--- config.mk ---
export PLATFORM = sky130hd
export DESIGN_NAME = truth_table_sweeper
export DESIGN_NICKNAME = d
export VERILOG_FILES = /design/src/rtl/truth_table_sweeper.sv
export SDC_FILE = /design/constraint.sdc
export NUM_CORES = 1
export LEC_CHECK = 0
export CORE_ASPECT_RATIO = 0.75
export CORE_MARGIN = 3
export CORE_UTILIZATION = 51
export CTS_CLUSTER_DIAMETER = 120
export DETAILED_ROUTE_END_ITERATION = 8
export PLACE_DENSITY = 0.85
export SLEW_MARGIN = 0
export SYNTH_ARGS = -nofsm -noshare
export SYNTH_HDL_FRONTEND = slang
export SYNTH_SLANG_ARGS = --single-unit
--- constraint.sdc ---
create_clock -name clk -period 7.7 [get_ports clk]
set_input_delay 0.77 -clock clk [delete_from_list [all_inputs] [get_ports clk]]
set_output_delay 0.77 -clock clk [all_outputs]
set_load 0.05 [all_outputs]
--- src/rtl/truth_table_sweeper.sv ---
// Drives all 16 input combinations onto a 4-input combinational function,
// samples its output per row after a programmable settle delay and grades it.
module truth_table_sweeper (
  input  logic        clk,
  input  logic        rst_n,
  input  logic        start,
  input  logic        abort,
  input  logic [3:0]  settle,
  input  logic [15:0] expected,
  input  logic        f_in,
  output logic        w,
  output logic        x,
  output logic        y,
  output logic        z,
  output logic        busy,
  output logic        done,
  output logic        row_valid,
  output logic [3:0]  row_idx,
  output logic [15:0] table_q,
  output logic [4:0]  err_cnt,
  output logic        pass,
  output logic [1:0]  dbg_state
);

  // Handshake: start is a level sampled only in IDLE/DONE; row_valid is high
  // for exactly the SAMPLE cycle, during which row_idx names the row whose
  // f_in is captured at the closing edge.
  typedef enum logic [1:0] {S_IDLE, S_SETTLE, S_SAMPLE, S_DONE} state_e;

  state_e      state_q, state_d;
  logic [4:0]  row_q, row_d;
  logic [3:0]  cnt_q, cnt_d;
  logic [15:0] tbl_q, tbl_d;
  logic [4:0]  err_q, err_d;
  logic        done_q, done_d;
  logic        busy_q, busy_d;
  logic        valid_q, valid_d;
  logic        pass_q, pass_d;
  logic        mismatch;

  assign mismatch = f_in ^ expected[row_q[3:0]];

  always_comb begin
    state_d = state_q;
    row_d   = row_q;
    cnt_d   = cnt_q;
    tbl_d   = tbl_q;
    err_d   = err_q;
    done_d  = done_q;
    case (state_q)
      S_IDLE, S_DONE: begin
        if (start && abort) begin
          state_d = S_IDLE;
          done_d  = 1'b0;
        end else if (start) begin
          state_d = S_SETTLE;
          row_d   = 5'd0;
          cnt_d   = settle;
          tbl_d   = 16'h0000;
          err_d   = 5'd0;
          done_d  = 1'b0;
        end
      end
      S_SETTLE: begin
        if (abort) begin
          state_d = S_IDLE;
          row_d   = 5'd0;
          done_d  = 1'b0;
        end else if (cnt_q != 4'd0) begin
          cnt_d = cnt_q - 4'd1;
        end else begin
          state_d = S_SAMPLE;
        end
      end
      S_SAMPLE: begin
        if (abort) begin
          state_d = S_IDLE;
          row_d   = 5'd0;
          done_d  = 1'b0;
        end else begin
          tbl_d[row_q[3:0]] = f_in;
          err_d             = err_q + {4'b0000, mismatch};
          // Five-bit row: stop at 15 instead of letting a nibble wrap to 0.
          if (row_q < 5'd15) begin
            row_d   = row_q + 5'd1;
            cnt_d   = settle;
            state_d = S_SETTLE;
          end else begin
            state_d = S_DONE;
            done_d  = 1'b1;
          end
        end
      end
      default: state_d = S_IDLE;
    endcase
  end

  assign busy_d  = (state_d == S_SETTLE) || (state_d == S_SAMPLE);
  assign valid_d = (state_d == S_SAMPLE);
  assign pass_d  = done_d && (err_d == 5'd0);

  always_ff @(posedge clk or negedge rst_n) begin
    if (!rst_n) begin
      state_q <= S_IDLE;
      row_q   <= 5'd0;
      cnt_q   <= 4'd0;
      tbl_q   <= 16'h0000;
      err_q   <= 5'd0;
      done_q  <= 1'b0;
      busy_q  <= 1'b0;
      valid_q <= 1'b0;
      pass_q  <= 1'b0;
    end else begin
      state_q <= state_d;
      row_q   <= row_d;
      cnt_q   <= cnt_d;
      tbl_q   <= tbl_d;
      err_q   <= err_d;
      done_q  <= done_d;
      busy_q  <= busy_d;
      valid_q <= valid_d;
      pass_q  <= pass_d;
    end
  end

  assign {w, x, y, z} = row_q[3:0];
  assign row_idx      = row_q[3:0];
  assign busy         = busy_q;
  assign done         = done_q;
  assign row_valid    = valid_q;
  assign table_q      = tbl_q;
  assign err_cnt      = err_q;
  assign pass         = pass_q;
  assign dbg_state    = state_q;

endmodule
==> flow_summary.toml <==
[logic_synthesis]
synth_top_area_share_pct = 42.6
ys.flop_type = "dfrtp_1"
synth.distinct_cells = 39
seq_area_frac_synth_pct = 42.6
synth-edff-count = 0
ys_ff_latch = 36
synth_commonest_cells = "o21ai_0 (40), dfrtp_1 (36), a21oi_1 (21)"
synth_fp_nets = 259
async_reset_ff_share_pct = 100
syn_area_um2 = 2120
yosysTopAreaCell = "dfrtp_1"
synth_warnings = 0
synthTopCellsByArea = "dfrtp_1 (43%), o21ai_0 (9.5%), ha_1 (5.9%)"
synth_most_common_cell = "o21ai_0"
syn_area_per_cell_um2 = 9.45
synthCells = 224

[critical_path]
critPathBufInv = 1
crit_path_max_incr_delay_ns = 0.50
cpMostUsedCell = "ha_1"
start_kind = "input pin"
cp_top_family = "multiplexers"
slowest_stage = "mux4_1"
arrival_ns = 3.55
path_max_fanout = 2
cp_cell_sequence = "clkdlybuf4s50_1, mux4_1, mux4_2, xor2_1, ha_1, ha_1, nor2b_1, mux2i_1, o2bb2ai_1, nor3_1, and4bb_2"
required_ns = 7.94
crit_path_end_kind = "register"
critPathKind = "in2reg"

[clock_tree]
ctsResizeCount = 0
postCtsSetupRepairBufs = 0
hold_buffers = 0
clock_latency_ns = 0.30
clock_path_buffers = 2
path_clk_slew_ns = 0.07
numCtsBuffers = 5
clkSinkCount = 36
h-tree-depth = 2
cts_tree = "built"
cts_root_buf = "clkbuf_8"

[sta]
timing.final.crit_share_pct = 43.0
max_freq_ghz = 0.302
slew_viol_final = 0
holdWs_ns = 0.512
fin_skew_ns = 0.00583
worst_slew_pin_slew_ns = 0.687
fin_tns_setup_ns = 0
rsz0062_at_grt = "no"
hold_viol = 0
layout_min_cycle_time_ns = 3.31
slew_headroom_pct = 54.2
setup_viol = 0

[floorplanning]
die_y_um = 61.8
io_pins = 60
rows = 19
die_width_um = 80.4
die_area_um2 = 4970
core_area_um2 = 3830
initial_core_util_pct = 55.3

[cells_and_area]
drive_gt1_share_pct = 6.91
multi_input_area_um2 = 1080
instances_no_fill = 327
antenna_cells = 0
final-seq-area_um2 = 901
fillers = 300
nets = 309
synthToLayoutAreaGrowth_pct = 31.4
finalInstanceArea_um2 = 2780

[power_and_ir_drop]
pwr-share-clk_pct = 24.6
swShare_pct = 37.8
p_leak_nw = 1.18
ir_worst_vdd_mv = 0.136
power_density_nw_per_um2 = 209
power.share.sequential_pct = 38.2
p_sw_uw = 220
internal_power_uw = 362
pwr-share-comb_pct = 37.2
p_total_uw = 582

[global_route]
first_global_vias = 1649
antenna_found_initial = 0
grt_use_total_pct = 20.4
grt_start_max_net_pins = 37
grt_pass1_wl_um = 7790
gr-total-overflow = 0

[detailed_routing]
vias_per_cell = 5.67
drcViolationCount = 0
detail_route.first_pass.iterations = 4
wl_per_cell_um = 14.9
wl_um = 4860
postRouteAntennaNets = 0
num_vias = 1853
drt_iter0_markers = 112

[flow_run]
max_cap_viol_count = 0

[place]
gp_congestion = 0.884
dpl.hpwl_um = 3560
port_buffers = 59
place_inst = 319
postPlaceCellArea_um2 = 2690

[worst_hold_path]
hold_class = "reg2reg"

[run_status]
status = "finished, final reports clean"
[metrics by stage]
stage	worst slack [ns]	utilization [%]
after CTS	4.38	72.7
after global placement	4.15	70.3
after floorplan	4.50	-
after global routing	4.16	72.7
final	4.39	72.7
after detailed placement	4.08	70.3
[path summary, 6_finish.rpt]
kind | start | endpoint | slack [ns] | cells after the start
setup / recovery | expected[1] | pass | 4.39 | 11
hold / removal | table_q[4] | table_q[4] | 0.51 | 2
setup reg to reg | row_q[0] | pass | 4.52 | 10
hold reg to reg | table_q[4] | table_q[4] | 0.51 | 2
max in group asynchronous | rst_n | dbg_state[0] | 6.51 | 2
min in group asynchronous | rst_n | table_q[7] | 0.88 | 2
[placed cells by master, fill, tap and decap left out, drive strengths merged, types with 2 or more instances in the layout]
cell | synthesis | layout
clkdlybuf4s50 | 0 | 59
o21ai | 40 | 40
dfrtp | 36 | 36
a21oi | 21 | 21
nand2 | 16 | 16
inv | 12 | 12
nor2 | 12 | 12
ha | 10 | 10
nor3 | 7 | 7
clkbuf | 7 | 7
nor2b | 6 | 6
nand2b | 5 | 5
mux4 | 5 | 5
nand3 | 4 | 4
a21o | 3 | 3
mux2i | 3 | 3
a22o | 3 | 3
or2 | 3 | 3
a221oi | 3 | 3
nand4b | 2 | 2
xor2 | 2 | 2
a31oi | 2 | 2
[registers in the layout (all words and copies together) (netlist names)]
signal     cells
row_valid      1
pass           1
cnt_q          4
done           1
busy           1
table_q       16
err_cnt        5
dbg_state      2
row_q          5
[cells by family (layout without fill, tap and decap cells)]
logic type               count (synthesis)  in the layout  synth area share, %
AO/OA/AOI/OAI                           81             81                 22.9
XOR/XNOR                                 2              2                0.828
adder cells (fa/ha/maj)                 10             10                 5.91
buffers and inverters                   29             80                 6.44
flip-flops                              36             36                 42.6
multiplexers                             8              8                 7.27
AND/OR/NAND/NOR                         58             58                 14.1
[layer usage]
| layer | global-route usage, % | part of all wire (%) | up-vias |
|---|---|---|---|
| li1 | - | - | 903 |
| met1 | 29.6 | 48 | 877 |
| met4 | 4.10 | 0.91 | 0 |
| met2 | 31.5 | 44 | 68 |
| met5 | 0 | 0 | - |
| met3 | 5.19 | 7.2 | 5 |
[layout make-up]
class,instances,share of cell area (%)
multi-input combinational,159,38.8
tap,52,2.34
clock buffer,7,3.10
timing repair buffer,60,21.5
sequential,36,32.4
inverter,12,1.62
clock inverter,1,0.270
[power by group through the flow]
stage | combinational (mW) | sequential (mW) | clock (mW)
floorplan | 0.137 | 0.245 | 0
detailed placement | 0.216 | 0.225 | 0
CTS | 0.216 | 0.222 | 0.144
global route | 0.235 | 0.224 | 0.154
global placement | 0.211 | 0.225 | 0
finish | 0.216 | 0.222 | 0.143
[worst min-delay path: stages, from the launching register on]
cell	delay [ns]
dfrtp_1	0.34
o21ai_0	0.07
o21ai_0	0.06
(Power assumes the default switching activity.)
